===== config.mk =====
export PLATFORM = sky130hd
export DESIGN_NAME = idli_shift_stage_m
export DESIGN_NICKNAME = d
export VERILOG_FILES = /design/src/rtl/idli_shift_stage_m.sv
export SDC_FILE = /design/constraint.sdc
export NUM_CORES = 1
export LEC_CHECK = 0
export ABC_AREA = 1
export BUFFER_PORTS_ARGS = -buffer_cell sky130_fd_sc_hd__buf_4
export CAP_MARGIN = 5
export CORE_ASPECT_RATIO = 0.9
export CORE_MARGIN = 2
export CORE_UTILIZATION = 30
export CTS_BUF_LIST = sky130_fd_sc_hd__clkbuf_8
export CTS_CLUSTER_SIZE = 8
export DETAILED_ROUTE_END_ITERATION = 8
export PLACE_DENSITY = 0.42
export REMOVE_ABC_BUFFERS = 1
export SLEW_MARGIN = 20
export SYNTH_ARGS = -nofsm -noshare
export SYNTH_HDL_FRONTEND = slang
export SYNTH_SLANG_ARGS = --single-unit

===== constraint.sdc =====
create_clock -name i_sstg_gck -period 1.7 [get_ports i_sstg_gck]
set_input_delay 0.085 -clock i_sstg_gck [delete_from_list [all_inputs] [get_ports i_sstg_gck]]
set_output_delay 0.085 -clock i_sstg_gck [all_outputs]
set_load 0.005 [all_outputs]

===== src/rtl/idli_shift_stage_m.sv =====
// Operand staging buffer ahead of the single-position shifter: collects 4-bit slices
// into 16-bit entries and replays them with wrapped neighbour bits. Optional flush: IDLI_SSTG_FLUSH_EN.
module idli_shift_stage_m #(
  parameter int NUM_ENTRIES = 2
) (
  input  logic       i_sstg_gck,
  input  logic       i_sstg_rst,
`ifdef IDLI_SSTG_FLUSH_EN
  input  logic       i_sstg_flush,
`endif
  input  logic [3:0] i_sstg_in,
  input  logic       i_sstg_in_vld,
  output logic       o_sstg_in_rdy,
  output logic [3:0] o_sstg_out,
  output logic       o_sstg_out_next,
  output logic       o_sstg_out_prev,
  output logic [1:0] o_sstg_ctr,
  output logic       o_sstg_out_vld,
  input  logic       i_sstg_out_rdy
);

  localparam int PTR_W = (NUM_ENTRIES > 1) ? $clog2(NUM_ENTRIES) : 1;
  localparam logic [PTR_W-1:0] PTR_LAST = PTR_W'(NUM_ENTRIES - 1);

  logic [15:0]            entry_q [NUM_ENTRIES];
  logic [NUM_ENTRIES-1:0] full_q;
  logic [PTR_W-1:0]       wptr_q;
  logic [PTR_W-1:0]       rptr_q;
  logic [1:0]             wctr_q;
  logic [1:0]             rctr_q;
  logic                   clr;
  logic                   push;
  logic                   pop;
  logic [15:0]            cur;
  logic [1:0]             next_ctr;
  logic [1:0]             prev_ctr;

`ifdef IDLI_SSTG_FLUSH_EN
  assign clr = i_sstg_rst | i_sstg_flush;
`else
  assign clr = i_sstg_rst;
`endif

  function automatic logic [PTR_W-1:0] ptr_inc(input logic [PTR_W-1:0] p);
    return (p == PTR_LAST) ? '0 : p + 1'b1;
  endfunction

  // Ready looks only at registered state, so a completing pop never bypasses into a push.
  assign o_sstg_in_rdy  = ~full_q[wptr_q];
  assign o_sstg_out_vld = full_q[rptr_q];
  assign push = i_sstg_in_vld & o_sstg_in_rdy;
  assign pop  = o_sstg_out_vld & i_sstg_out_rdy;

  always_ff @(posedge i_sstg_gck) begin
    if (clr) begin
      wptr_q <= '0;
      rptr_q <= '0;
      wctr_q <= 2'd0;
      rctr_q <= 2'd0;
      full_q <= '0;
    end else begin
      if (push) begin
        wctr_q <= wctr_q + 2'd1;
        if (wctr_q == 2'd3) begin
          full_q[wptr_q] <= 1'b1;
          wptr_q         <= ptr_inc(wptr_q);
        end
      end
      // push targets an empty entry and pop a full one, so the two never collide
      if (pop) begin
        rctr_q <= rctr_q + 2'd1;
        if (rctr_q == 2'd3) begin
          full_q[rptr_q] <= 1'b0;
          rptr_q         <= ptr_inc(rptr_q);
        end
      end
    end
  end

  always_ff @(posedge i_sstg_gck) begin
    if (push && !clr) begin
      entry_q[wptr_q][{wctr_q, 2'b00} +: 4] <= i_sstg_in;
    end
  end

  assign cur             = entry_q[rptr_q];
  assign next_ctr        = rctr_q + 2'd1;
  assign prev_ctr        = rctr_q - 2'd1;
  assign o_sstg_out      = cur[{rctr_q, 2'b00} +: 4];
  assign o_sstg_out_next = cur[{next_ctr, 2'b00}];
  assign o_sstg_out_prev = cur[{prev_ctr, 2'b11}];
  assign o_sstg_ctr      = rctr_q;

endmodule


Word level (Yosys, flattened, before mapping) --
Memories as Yosys holds them, arrays and structs flattened. A register that Yosys moved wholly into a read port is not among the register bits. Index checks and enable logic that the tools add are counted.
Operators by class: $add $sub $neg 6, $mul 0, div/mod/pow operators 0, order comparisons 6, eq/ne operators 2, shift-type cells 3, muxes and demuxes 23, bitwise logic cells 6, reductions and logical operators 6
Operators with widths (count):
- 16-bit 2-to-1 mux | 1
- 4-bit by 6-bit variable shift with 16-bit output, first input constant | 1
- 16-bit by 5-bit variable part select with 4-bit output | 1
- 4-bit by 6-bit variable part select with 16-bit output | 1
- 1-bit 2-to-1 mux | 13
- 4-bit by 5-bit less-than comparator with 1-bit output, second input constant | 2
- 2-bit 2-to-1 mux | 5
- 4-bit negation with 6-bit output | 1
- 2-bit by 1-bit adder with 2-bit output, second input constant | 2
- 1-bit binary-select mux with 2-bit select | 2
- 2-bit equality test, second input constant | 2
- 1-bit by 2-bit less-than comparator with 1-bit output, second input constant | 2
- 2-bit AND reduction | 2
- 1-bit logical AND | 3
- 1-bit adder, second input constant | 2
- 1-bit bitwise AND | 2
- 2-bit bitwise AND | 1
- 1-bit demux with 1-bit select | 2
- 1-bit greater-or-equal comparator, second input constant | 2
- 2-bit NOT | 1
- 2-bit bitwise OR | 1
- 2-bit by 1-bit subtractor with 2-bit output, second input constant | 1
- 1-bit zero test | 1
- 1-bit NOT | 1
Storage, ports and cells: bits in registers 8, latch bits 0, RAM bits 32, ROM bits 0, input bits 8, output and inout bits 10, logic and storage cells 58, memories 1
Memory list:
- entry_q | depth 2, bits a word 16, read ports 1, clocked after memory_dff 1, write ports 1, RTL line 25 | logic [15:0] entry_q [NUM_ENTRIES];

Longest topological paths before layout --
Gate-level depths: netlist of the first run.
depth after elaboration 11, gate-level depth with buffers 7, gate-level depth less buffers 7

Worst setup path before layout of the first run --
OpenSTA, ideal clock, no wires.
kind reg2reg, from register wctr_q[0], to memory entry_q[0][12], data pin, library setup time 0.148 ns, arrival time 1.287 ns, required time 1.552 ns, slack 0.265 ns, stages on the path, launching flop included 5, buffers on the path 0, clock period less this slack 1.435 ns, path through dfxtp_1 > inv_1 > ha_1 > or2_2 > nor2_1
On the way: longest elaborated chain between the ends 2
Ends and longest elaborated chain:
- from (decl) | RTL line 29 | logic [1:0] wctr_q;
- from (signal assigned) | RTL line 63 | wctr_q <= wctr_q + 2'd1;
- 4-bit negation with 6-bit output | RTL line 82 | entry_q[wptr_q][{wctr_q, 2'b00} +: 4] <= i_sstg_in;
- 4-bit by 6-bit variable part select with 16-bit output | RTL line 82
- to (decl) | RTL line 25
No other way between the ends.

Worst setup path after layout of the first run --
from register rctr_q[1], in the netlist o_sstg_ctr[1], to output port o_sstg_out_prev
On the way: longest elaborated chain between the ends 3
Ends and longest elaborated chain:
- from (decl) | RTL line 30 | logic [1:0] rctr_q;
- from (signal assigned) | RTL line 71 | rctr_q <= rctr_q + 2'd1;
- 2-bit by 1-bit subtractor with 2-bit output | RTL line 88 | assign prev_ctr = rctr_q - 2'd1;
- 1-bit binary-select mux with 2-bit select | RTL line 91 | assign o_sstg_out_prev = cur[{prev_ctr, 2'b11}];
- 1-bit 2-to-1 mux (implied by the code) | RTL line 91
- to (decl) | RTL line 16 | output logic o_sstg_out_prev,
No other way between the ends. The select of a mux whose other input is x is not followed.

==> impl_results.rst, run 1 <==
.. list-table::
   :header-rows: 1

   * - Metric
     - Value
   * - Run status
     - finished clean
   * - Overflow left after global routing
     - 0
   * - Standby leakage power
     - between 1 and 1.5 nW
   * - Adder-cell area share of the yosys netlist
     - approximately 3.7%
   * - Final hold violation count
     - 0
   * - Yosys warning count
     - 0
   * - Count of distinct cell types in the synthesized netlist
     - 20
   * - Final Worst Setup Slack
     - between 0.1 and 0.15 ns
   * - GRT Overall Usage
     - 13.3%
   * - Sequence of cells on the critical path
     - ha_1 -> inv_1 -> nand3_1 -> nand2_1 -> buf_4
   * - Final Max Tran Viols
     - 0
   * - Via count
     - roughly 1,500
   * - Pin count of the biggest net entering global routing
     - 21
   * - Maximum root-to-sink buffer count
     - 2
   * - RSZ-0062 raised after global routing
     - yes
   * - Maximum net fanout on the critical path
     - 8
   * - Wire length per cell
     - about 13 um
   * - Pin slew with the least headroom to its limit
     - between 0.3 and 0.4 ns
   * - 1st-iter DRT viols
     - 89
   * - Effective utilization at floorplan
     - between 30% and 40%
   * - Final cell count without fillers
     - 346
   * - Total clock sinks
     - between 40 and 50
   * - Critical path required time
     - about 1.6 ns
   * - Count of TritonRoute iterations in the first routing pass
     - 4
   * - Placer's final routability congestion estimate
     - around 0.76
   * - Register bit total from synthesis
     - between 40 and 50
   * - Fin Clk Skew
     - approximately 0.012 ns
   * - Post-synthesis share of cell area spent on xor and xnor gates
     - 0%
   * - Synth Area in Compound Gates
     - around 7.7%
   * - TritonCTS clock tree
     - built
   * - Crit end category
     - primary output
   * - Final total power
     - slightly above 2 mW
   * - Average via count per standard cell
     - 4.41
   * - Placeable core region
     - approximately 6600 um2
   * - Final count of negative-setup-slack endpoints
     - 0
   * - Portion of the clock cycle consumed by the worst path in the final layout
     - between 90% and 100%
   * - Maximum cell stage delay along the critical path
     - between 0.4 and 0.5 ns
   * - Buffer count from post-CTS setup fixing
     - 0
   * - Sequential fraction of the synthesis area
     - a little under three fifths
   * - Peak Freq
     - roughly 0.64 GHz
   * - Wire length of the first global-routing pass
     - 7420 um
   * - H-tree levels
     - 2
   * - CTS Root Cell
     - sky130_fd_sc_hd__clkbuf_8
   * - Placed cell count
     - 338
   * - Remaining design rule violation count
     - 0
   * - Critical path data arrival time
     - between 1 and 1.5 ns
   * - Mean post-synth cell area
     - a little under 9 um2
   * - Power per unit of standard cell area
     - roughly 860 nW/um2
   * - Largest family of logic cells by synthesized area
     - simple AND/OR/NAND/NOR gates
   * - Clock latency reported for the late side of the worst-skew pair
     - approximately 0.3 ns
   * - Number of core rows
     - 28
   * - Die W
     - ~91 um
   * - Nets
     - ~270
   * - Maximum Capacitance Violations
     - 0
   * - Worst hold path depth
     - 2
   * - Crit path max-delay family
     - flip-flops
   * - Synth-to-layout area growth
     - 19.0%
   * - Portion of netlist area occupied by mux cells
     - 0%
   * - Class of the most critical setup path
     - reg2out
   * - Netlist area before placement
     - approximately 2000 um2
   * - Simple-gate portion of the synthesized area
     - between 20 and 30%
   * - Number of global-route vias before repair
     - ~1,500
   * - Remaining max-slew budget at the tightest pin
     - 77.2%
   * - Worst Setup Start Kind
     - register
   * - Die Ht
     - slightly above 80 um
   * - Die area
     - between 7000 and 8000 um2
   * - Standard cell with the maximum stage delay on the critical path
     - sky130_fd_sc_hd__dfxtp_1
   * - Hold crit path type
     - in2reg
   * - Count of buffers inserted at the top-level ports
     - 17
   * - Hpwl dp
     - ~3600 um
   * - Antenna diodes
     - 0
   * - Maximum VDD drop
     - between 400 and 500 uV
   * - Final critical path time including I/O delays and setup
     - between 1.5 and 2 ns
   * - Worst path depth
     - 5
   * - Cells after synthesis
     - 230
   * - Top Ports
     - 18
   * - Buffers plus inverters on the worst setup path
     - 2
   * - R2R cell count
     - 6
   * - Post-placement setup slack
     - approximately 0.14 ns
   * - Fin Hold WS
     - ~0.025 ns
   * - CTS Buf Count
     - 5
   * - Number of antenna violations at the first check in global routing
     - 0
   * - Share of cells above drive strength 1
     - 14.8%
   * - Total Wirelength
     - 4540 um
   * - Clock transition at the register clock pins on the worst setup and hold paths after CTS
     - around 0.09 ns
   * - Post-detailed-route count of antenna-violating nets
     - 0
-- layout make-up --
cell class,instances,area [um2]
clock buffers,6,82.6
clock inverters,2,37.5
fillers,707,4150
inverters,30,113
multi-input cells,154,743
flip-flops and latches,41,1140
well taps,90,113
repair buffers,23,176
-- cell usage in the layout, fill, tap and decap left out --
master | synthesis | final
sky130_fd_sc_hd__dfxtp_1 | 9 | 9
sky130_fd_sc_hd__inv_1 | 27 | 27
sky130_fd_sc_hd__o211ai_1 | 8 | 8
sky130_fd_sc_hd__or2_2 | 1 | 1
sky130_fd_sc_hd__ha_1 | 6 | 6
sky130_fd_sc_hd__nor2_1 | 45 | 45
sky130_fd_sc_hd__bufinv_16 | 0 | 1
sky130_fd_sc_hd__a31oi_1 | 1 | 1
sky130_fd_sc_hd__buf_4 | 0 | 22
sky130_fd_sc_hd__buf_6 | 0 | 1
sky130_fd_sc_hd__inv_2 | 3 | 3
sky130_fd_sc_hd__nor3_1 | 4 | 4
sky130_fd_sc_hd__o21ai_0 | 12 | 10
sky130_fd_sc_hd__nand3_1 | 14 | 14
sky130_fd_sc_hd__clkbuf_8 | 0 | 6
sky130_fd_sc_hd__o21ai_1 | 3 | 5
sky130_fd_sc_hd__a21oi_1 | 3 | 3
sky130_fd_sc_hd__edfxtp_1 | 32 | 32
sky130_fd_sc_hd__nor2_4 | 1 | 1
sky130_fd_sc_hd__nand2_4 | 2 | 2
sky130_fd_sc_hd__nand4_1 | 4 | 4
sky130_fd_sc_hd__nand2_1 | 50 | 50
sky130_fd_sc_hd__clkinvlp_4 | 0 | 1
-- synth_stat cells (all sizes together) --
cell     n  share of area (%)
nand2   52                 10
clkbuf   1               0.25
a21oi    3               0.74
o21ai   15                3.7
inv     30                5.6
o211ai   8                3.0
nand3   14                3.5
buf      4               0.99
a31oi    1               0.31
edfxtp  32                 48
or2      1               0.31
nor2    46                8.9
nor3     4               0.99
ha       6                3.7
dfxtp    9                8.9
nand4    4                1.2
-- timing repair --
action | in CTS | in global routing
gates resized for setup | 0 | 3
setup endpoints to repair | 0 | 12
hold buffers | 0 | 0
-- through the flow --
| stage | util, % | setup TNS (ns) | instance area (um2) |
|---|---|---|---|
| 2_1_floorplan | - | 0 | 2000 |
| 3_3_place_gp | 34.8 | 0 | 2280 |
| 3_5_place_dp | 34.8 | 0 | 2280 |
| 4_1_cts | 36.7 | 0 | 2400 |
| 5_1_grt | 36.7 | -0.255 | 2410 |
| 6_report | 36.7 | 0 | 2410 |
-- where the power goes --
| group | total (mW) | switching [mW] | internal, mW |
|---|---|---|---|
| logic | 0.164 | 0.101 | 0.0633 |
| clock network | 0.816 | 0.339 | 0.477 |
| registers | 1.10 | 0.00731 | 1.09 |
-- sequential cells by signal, summed over array words and instances (netlist names), named ones only --
name / cells
entry_q: 32
full_q: 2
o_sstg_ctr: 2
rptr_q: 1
wctr_q: 2
wptr_q: 1
-- per-layer routing --
metal	up-vias	track usage (%)	routed length, um	share of wire (%)
met3	6	3.58	198	4.4
met5	-	0	0	0
met2	31	21.4	2060	45
li1	804	-	-	-
met1	685	17.4	2220	49
met4	0	4.77	65	1.4
-- cells by family after synthesis --
kind of cell    count (synthesis)
simple gates                  121
buf+inv                        35
compound gates                 27
flops                          41
fa+ha+maj                       6
-- worst paths after layout --
kind / slack (ns) / to / from
min: 0.03 / wctr_q[1] / i_sstg_rst
min reg2reg: 0.49 / full_q[1] / full_q[1]
max reg2reg: 0.16 / entry_q[0][8] / wptr_q
max: 0.14 / o_sstg_out_prev / o_sstg_ctr[1]
No activity file was read; power rests on OpenSTA's default activity.
==> inputs of run 2 (changes only) <==
--- a/config.mk
+++ b/config.mk
@@ -15,6 +15,7 @@
 export CTS_CLUSTER_SIZE = 8
 export DETAILED_ROUTE_END_ITERATION = 8
 export PLACE_DENSITY = 0.42
+export RECOVER_POWER = 100
 export REMOVE_ABC_BUFFERS = 1
 export SLEW_MARGIN = 20
 export SYNTH_ARGS = -nofsm -noshare
==> run 2 against run 1 <==
Net effect: clock skew about the same; combinational power hardly changed; critical path depth unchanged; sequential cell count stayed put; cell count unchanged; cell area is 0.21% lower; first-iteration DRC count unchanged; worst setup slack worse by 0.0056 ns; sequential power hardly changed; total power about the same; die area unchanged; critical path type unchanged; critical endpoint unchanged; largest power group unchanged; highest routed layer unchanged.
==> impl_results.rst, run 2 (synthesis gave the netlist of run 1 again) <==
.. list-table::
   :header-rows: 1

   * - Metric
     - Value
   * - Worst-case hold path end point
     - wctr_q[1] (unchanged)
   * - Hold buffer count at CTS
     - 0 (unchanged)
   * - Share of cells above drive strength 1
     - 14.8% (unchanged)
   * - Global routing usage on met2
     - 21.4% (unchanged)
   * - Top Ports
     - 18 (unchanged)
   * - CTS Buf Count
     - 5 (unchanged)
   * - Final Worst Setup Slack
     - 0.134 ns (was 0.140 ns)
   * - Total clock sinks
     - 41 (unchanged)
   * - Hpwl dp
     - 3640 um (unchanged)
   * - Die Ht
     - 81.9 um (unchanged)
   * - Most flop-heavy register
     - entry_q (unchanged)
   * - Placer's final routability congestion estimate
     - 0.765 (unchanged)
   * - Final Max Tran Viols
     - 0 (unchanged)
   * - Final count of negative-setup-slack endpoints
     - 0 (unchanged)
   * - Wire length per cell
     - 13.1 um (about the same)
   * - Effective utilization at floorplan
     - 30.9% (unchanged)
   * - Maximum VDD drop
     - 405 uV (about the same)
   * - Power per unit of standard cell area
     - 864 nW/um2 (was 863 nW/um2)
   * - Maximum Capacitance Violations
     - 0 (unchanged)
   * - Peak Freq
     - 0.639 GHz (was 0.641 GHz)
   * - Class of the most critical setup path
     - reg2out (unchanged)
   * - Die W
     - 90.5 um (unchanged)
   * - Buffer count from post-CTS setup fixing
     - 0 (unchanged)
   * - Remaining design rule violation count
     - 0 (unchanged)
   * - Top library cells by usage in the layout, fill and taps aside
     - sky130_fd_sc_hd__nand2_1 (50), sky130_fd_sc_hd__nor2_1 (45), sky130_fd_sc_hd__edfxtp_1 (32) (unchanged)
   * - R2R cell count
     - 6 (unchanged)
   * - Standby leakage power
     - 1.01 nW (about the same)
   * - Pin slew with the least headroom to its limit
     - 0.341 ns (about the same)
   * - Met3 routing resource usage after global routing
     - 3.58% (unchanged)
   * - Worst Setup Start Kind
     - register (unchanged)
   * - Fin Clk Skew
     - 0.0120 ns (about the same)
   * - TritonCTS clock tree
     - built (unchanged)
   * - Critical R2R Capture
     - entry_q[0][8] (unchanged)
   * - Maximum net fanout on the critical path
     - 8 (unchanged)
   * - Minimum setup slack among reg-to-reg paths
     - 0.16 ns (about the same)
   * - Worst hold path depth
     - 2 (unchanged)
   * - Number of cells upsized or downsized after cts
     - 0 (unchanged)
   * - Post-DP Area
     - 2280 um2 (unchanged)
   * - Number of global-route vias before repair
     - 1,491 (unchanged)
   * - Total Wirelength
     - 4540 um (about the same)
   * - Synth-to-layout area growth
     - 18.7% (was 19.0%)
   * - Number of core rows
     - 28 (unchanged)
   * - Crit end category
     - primary output (unchanged)
   * - 1st-iter DRT viols
     - 89 (unchanged)
   * - H-tree levels
     - 2 (unchanged)
   * - Critical path required time
     - 1.62 ns (about the same)
   * - Via count
     - 1,528 (was 1,526)
   * - Final hold violation count
     - 0 (unchanged)
   * - Placed cell count
     - 338 (unchanged)
   * - Pin count of the biggest net entering global routing
     - 21 (unchanged)
   * - Final cell count without fillers
     - 346 (unchanged)
   * - GRT Overall Usage
     - 13.3% (unchanged)
   * - CTS Root Cell
     - sky130_fd_sc_hd__clkbuf_8 (unchanged)
   * - Most frequent standard cell in the layout excluding fill and tap cells
     - sky130_fd_sc_hd__nand2_1 (unchanged)
   * - Wire length of the first global-routing pass
     - 7420 um (unchanged)
   * - Number of antenna violations at the first check in global routing
     - 0 (unchanged)
   * - Sequence of cells on the critical path
     - ha_1 -> inv_1 -> nand3_1 -> nand2_1 -> clkbuf_4 (was ha_1 -> inv_1 -> nand3_1 -> nand2_1 -> buf_4)
   * - Post-placement setup slack
     - 0.141 ns (unchanged)
   * - RR Startpoint
     - wptr_q (unchanged)
   * - Average via count per standard cell
     - 4.42 (was 4.41)
   * - Overflow left after global routing
     - 0 (unchanged)
   * - Crit path max-delay family
     - flip-flops (unchanged)
   * - Remaining max-slew budget at the tightest pin
     - 77.2% (about the same)
   * - GR Util met1
     - 17.4% (unchanged)
   * - Worst setup startpoint
     - o_sstg_ctr[1] (unchanged)
   * - Hold path startpoint
     - i_sstg_rst (unchanged)
   * - Final non-filler cell area
     - 2400 um2 (was 2410 um2)
   * - Count of buffers inserted at the top-level ports
     - 17 (unchanged)
   * - Fin Hold WS
     - 0.0259 ns (was 0.0255 ns)
   * - Die area
     - 7410 um2 (unchanged)
   * - Portion of the clock cycle consumed by the worst path in the final layout
     - 92.1% (was 91.8%)
   * - Clock latency reported for the late side of the worst-skew pair
     - 0.30 ns (about the same)
   * - Worst path depth
     - 5 (unchanged)
   * - Placeable core region
     - 6550 um2 (unchanged)
   * - Nets
     - 269 (unchanged)
   * - Count of TritonRoute iterations in the first routing pass
     - 5 (was 4)
   * - Most crowded layer after global routing
     - met2 (unchanged)
   * - RSZ-0062 raised after global routing
     - yes (unchanged)
   * - Final critical path time including I/O delays and setup
     - 1.57 ns (was 1.56 ns)
   * - Maximum root-to-sink buffer count
     - 2 (unchanged)
   * - Hold crit path type
     - in2reg (unchanged)
   * - Post-detailed-route count of antenna-violating nets
     - 0 (unchanged)
   * - Clock transition at the register clock pins on the worst setup and hold paths after CTS
     - 0.09 ns (about the same)
   * - Largest register FFs
     - 32 (unchanged)
   * - Maximum cell stage delay along the critical path
     - 0.49 ns (about the same)
   * - Standard cell with the maximum stage delay on the critical path
     - sky130_fd_sc_hd__dfxtp_1 (unchanged)
   * - Buffers plus inverters on the worst setup path
     - 2 (unchanged)
   * - Critical path data arrival time
     - 1.48 ns (about the same)
   * - Antenna diodes
     - 0 (unchanged)
   * - Run status
     - finished clean (unchanged)
run 2: worst max-delay path by stage:
stage                                 end  slack, ns
after floorplan            entry_q[0][12]       0.27
after CTS                 o_sstg_out_prev       0.07
final                     o_sstg_out_prev       0.13
after detailed placement    entry_q[1][7]       0.14
after global routing        entry_q[0][8]      -0.04
after global placement      entry_q[1][4]       0.18
run 2: layout make-up:
type	instances	area, um2
Fill cell	708	4150
Sequential cell	41	1140
Multi-Input combinational cell	154	743
Timing Repair Buffer	23	171
Inverter	30	113
Tap cell	90	113
Clock buffer	6	82.6
Clock inverter	2	37.5
run 2: power breakdown:
part,switching [mW],internal (mW)
Sequential,0.00729,1.09
Clock,0.339,0.477
Combinational,0.101,0.0618
run 2: per-stage QoR:
step	TNS [ns]	power [mW]	util, %
finish	0	2.07	36.7
global route	-0.255	2.17	36.7
CTS	0	2.10	36.7
detailed placement	0	1.28	34.8
global placement	0	1.29	34.8
floorplan	0	1.21	-
run 2: metal layers:
layer / up-vias / routed length (um) / share of wire [%]
li1: 804 / - / -
met1: 687 / 2220 / 49
met2: 31 / 2060 / 45
met3: 6 / 196 / 4.3
met4: 0 / 65 / 1.4
met5: - / 0 / 0
==> inputs of run 3 (changes only) <==
--- a/config.mk
+++ b/config.mk
@@ -14,6 +14,7 @@
 export CTS_BUF_LIST = sky130_fd_sc_hd__clkbuf_8
 export CTS_CLUSTER_SIZE = 8
 export DETAILED_ROUTE_END_ITERATION = 8
+export MAX_ROUTING_LAYER = met4
 export PLACE_DENSITY = 0.42
 export RECOVER_POWER = 100
 export REMOVE_ABC_BUFFERS = 1
==> run 3 against run 2 <==
Net effect: worst setup slack better by 0.0034 ns; global-route usage up 0.38 points; via count barely moved; sequential cell count did not move; clock skew hardly changed; cell count stayed put; first-iteration DRC count up 13%.
==> impl_results.rst, run 3 (synthesis gave the netlist of run 1 again) <==
.. list-table::
   :header-rows: 1

   * - Metric
     - Value
   * - Run status
     - finished clean (unchanged)
   * - Worst hold path depth
     - 2 (unchanged)
   * - Post-detailed-route count of antenna-violating nets
     - 0 (unchanged)
   * - R2R cell count
     - 6 (unchanged)
   * - Pin slew with the least headroom to its limit
     - 0.341 ns (about the same)
   * - Number of core rows
     - 28 (unchanged)
   * - Critical R2R Capture
     - entry_q[0][8] (unchanged)
   * - Maximum root-to-sink buffer count
     - 2 (unchanged)
   * - Top Ports
     - 18 (unchanged)
   * - Pin count of the biggest net entering global routing
     - 21 (unchanged)
   * - Share of cells above drive strength 1
     - 14.8% (unchanged)
   * - Post-route setup TNS
     - 0 ns (unchanged)
   * - H-tree levels
     - 2 (unchanged)
   * - Crit path max-delay family
     - flip-flops (unchanged)
   * - Die Ht
     - 81.9 um (unchanged)
   * - Buffers plus inverters on the worst setup path
     - 2 (unchanged)
   * - Count of TritonRoute iterations in the first routing pass
     - 4 (was 5)
   * - Net Sw Power
     - 0.447 mW (about the same)
   * - Remaining design rule violation count
     - 0 (unchanged)
   * - Effective utilization at floorplan
     - 30.9% (unchanged)
   * - Crit end category
     - primary output (unchanged)
   * - Die W
     - 90.5 um (unchanged)
   * - Post-layout utilization of the core
     - 36.7% (unchanged)
   * - Clock transition at the register clock pins on the worst setup and hold paths after CTS
     - 0.09 ns (about the same)
   * - Worst-case hold path end point
     - wctr_q[1] (unchanged)
   * - Minimum setup slack among reg-to-reg paths
     - 0.16 ns (about the same)
   * - RSZ-0062 raised after global routing
     - yes (unchanged)
   * - TritonCTS clock tree
     - built (unchanged)
   * - Standard cell with the maximum stage delay on the critical path
     - sky130_fd_sc_hd__dfxtp_1 (unchanged)
   * - Multi-input combinational cell area
     - 743 um2 (unchanged)
   * - Nets
     - 269 (unchanged)
   * - Worst setup startpoint
     - o_sstg_ctr[1] (unchanged)
   * - Fin Clk Skew
     - 0.0120 ns (about the same)
   * - Maximum VDD drop
     - 405 uV (about the same)
   * - Antenna diodes
     - 0 (unchanged)
   * - Sw frac
     - 21.5% (about the same)
   * - Portion of the clock cycle consumed by the worst path in the final layout
     - 91.9% (was 92.1%)
   * - Part of the power in the clock network
     - 39.3% (about the same)
   * - Top library cells by usage in the layout, fill and taps aside
     - sky130_fd_sc_hd__nand2_1 (50), sky130_fd_sc_hd__nor2_1 (45), sky130_fd_sc_hd__edfxtp_1 (32) (unchanged)
   * - Worst Setup Start Kind
     - register (unchanged)
   * - Final Worst Setup Slack
     - 0.138 ns (was 0.134 ns)
   * - Wire length per cell
     - 13.1 um (about the same)
   * - Standby leakage power
     - 1.01 nW (unchanged)
   * - Hold crit path type
     - in2reg (unchanged)
   * - Post-DP Area
     - 2280 um2 (unchanged)
   * - Synth-to-layout area growth
     - 18.7% (unchanged)
   * - Power per unit of standard cell area
     - 864 nW/um2 (about the same)
   * - Total Wirelength
     - 4530 um (was 4540 um)
   * - Count of fill cells added during filler insertion
     - 708 (unchanged)
   * - Final non-filler cell area
     - 2400 um2 (unchanged)
   * - Most flop-heavy register
     - entry_q (unchanged)
   * - Maximum cell stage delay along the critical path
     - 0.49 ns (about the same)
   * - Critical path data arrival time
     - 1.48 ns (about the same)
   * - Sequential share of power
     - 52.8% (about the same)
   * - Critical path required time
     - 1.62 ns (about the same)
   * - Final count of negative-setup-slack endpoints
     - 0 (unchanged)
   * - Final critical path time including I/O delays and setup
     - 1.56 ns (was 1.57 ns)
   * - CTS Buf Count
     - 5 (unchanged)
   * - Placeable core region
     - 6550 um2 (unchanged)
   * - Wire length of the first global-routing pass
     - 7400 um (was 7420 um)
   * - Logic gate share of total power
     - 7.8% (about the same)
   * - Number of antenna violations at the first check in global routing
     - 0 (unchanged)
   * - Fin Hold WS
     - 0.0257 ns (was 0.0259 ns)
   * - GRT Overall Usage
     - 13.7% (was 13.3%)
   * - Post-placement setup slack
     - 0.141 ns (unchanged)
   * - Largest register FFs
     - 32 (unchanged)
   * - RR Startpoint
     - wptr_q (unchanged)
   * - Number of global-route vias before repair
     - 1,492 (was 1,491)
   * - Hold path startpoint
     - i_sstg_rst (unchanged)
   * - Int Power
     - 1.63 mW (about the same)
   * - Via count
     - 1,527 (was 1,528)
   * - Remaining max-slew budget at the tightest pin
     - 77.2% (unchanged)
   * - FF/Latch Area
     - 1140 um2 (unchanged)
   * - 1st-iter DRT viols
     - 101 (was 89)
   * - Final Max Tran Viols
     - 0 (unchanged)
   * - Total clock sinks
     - 41 (unchanged)
   * - Maximum net fanout on the critical path
     - 8 (unchanged)
   * - Placer's final routability congestion estimate
     - 0.775 (was 0.765)
   * - Die area
     - 7410 um2 (unchanged)
   * - CTS Root Cell
     - sky130_fd_sc_hd__clkbuf_8 (unchanged)
   * - Maximum Capacitance Violations
     - 0 (unchanged)
   * - Most frequent standard cell in the layout excluding fill and tap cells
     - sky130_fd_sc_hd__nand2_1 (unchanged)
   * - Sequence of cells on the critical path
     - ha_1 -> inv_1 -> nand3_1 -> nand2_1 -> clkbuf_4 (unchanged)
   * - Peak Freq
     - 0.640 GHz (was 0.639 GHz)
   * - Class of the most critical setup path
     - reg2out (unchanged)
   * - Hpwl dp
     - 3640 um (unchanged)
   * - Final hold violation count
     - 0 (unchanged)
   * - Count of buffers inserted at the top-level ports
     - 17 (unchanged)
   * - Overflow left after global routing
     - 0 (unchanged)
   * - Clock latency reported for the late side of the worst-skew pair
     - 0.30 ns (about the same)
   * - Average via count per standard cell
     - 4.41 (was 4.42)
==> run 3: metal layers <==
metal / GRT usage [%] / wire (um) / part of all wire, % / vias up
met3: 3.58 / 194 / 4.3 / 6
met4: 4.77 / 61 / 1.3 / 0
li1: - / - / - / 804
met2: 21.3 / 2060 / 45 / 29
met5: - / 0 / 0 / -
met1: 17.4 / 2220 / 49 / 688
==> run 3: per-stage QoR <==
stage	total power, mW	std cells
4_1_cts	2.10	346
3_5_place_dp	1.28	338
3_3_place_gp	1.29	338
5_1_grt	2.17	346
6_report	2.07	346
2_1_floorplan	1.21	225
==> run 3: repair_timing <==
item                                    4_1_cts  5_1_grt
hold buffers                                  0        0
endpoints found under the setup margin        0       12
gates resized for setup                       0        3
buffers inserted                              0        0
==> run 3: worst max-delay path by stage <==
stage	to	slack (ns)	depth (start not counted)
final	o_sstg_out_prev	0.14	5
after detailed placement	entry_q[1][7]	0.14	6
after CTS	o_sstg_out_prev	0.07	6
after global routing	entry_q[0][8]	-0.04	6
after global placement	entry_q[1][4]	0.18	6
after floorplan	entry_q[0][12]	0.27	4
==> run 3: power groups by stage <==
stage,logic [mW],registers [mW],clock network [mW]
floorplan,0.0903,1.12,0
global placement,0.166,1.12,0
detailed placement,0.165,1.12,0
CTS,0.165,1.10,0.836
global route,0.183,1.10,0.885
finish,0.162,1.10,0.816
==> run 3: area by class of cell <==
class                      count  area share, %
clock buffer                   6           3.44
clock inverter                 2           1.56
inverter                      30           4.69
multi-input combinational    154           31.0
sequential                    41           47.5
tap                           90           4.69
timing repair buffer          23           7.14
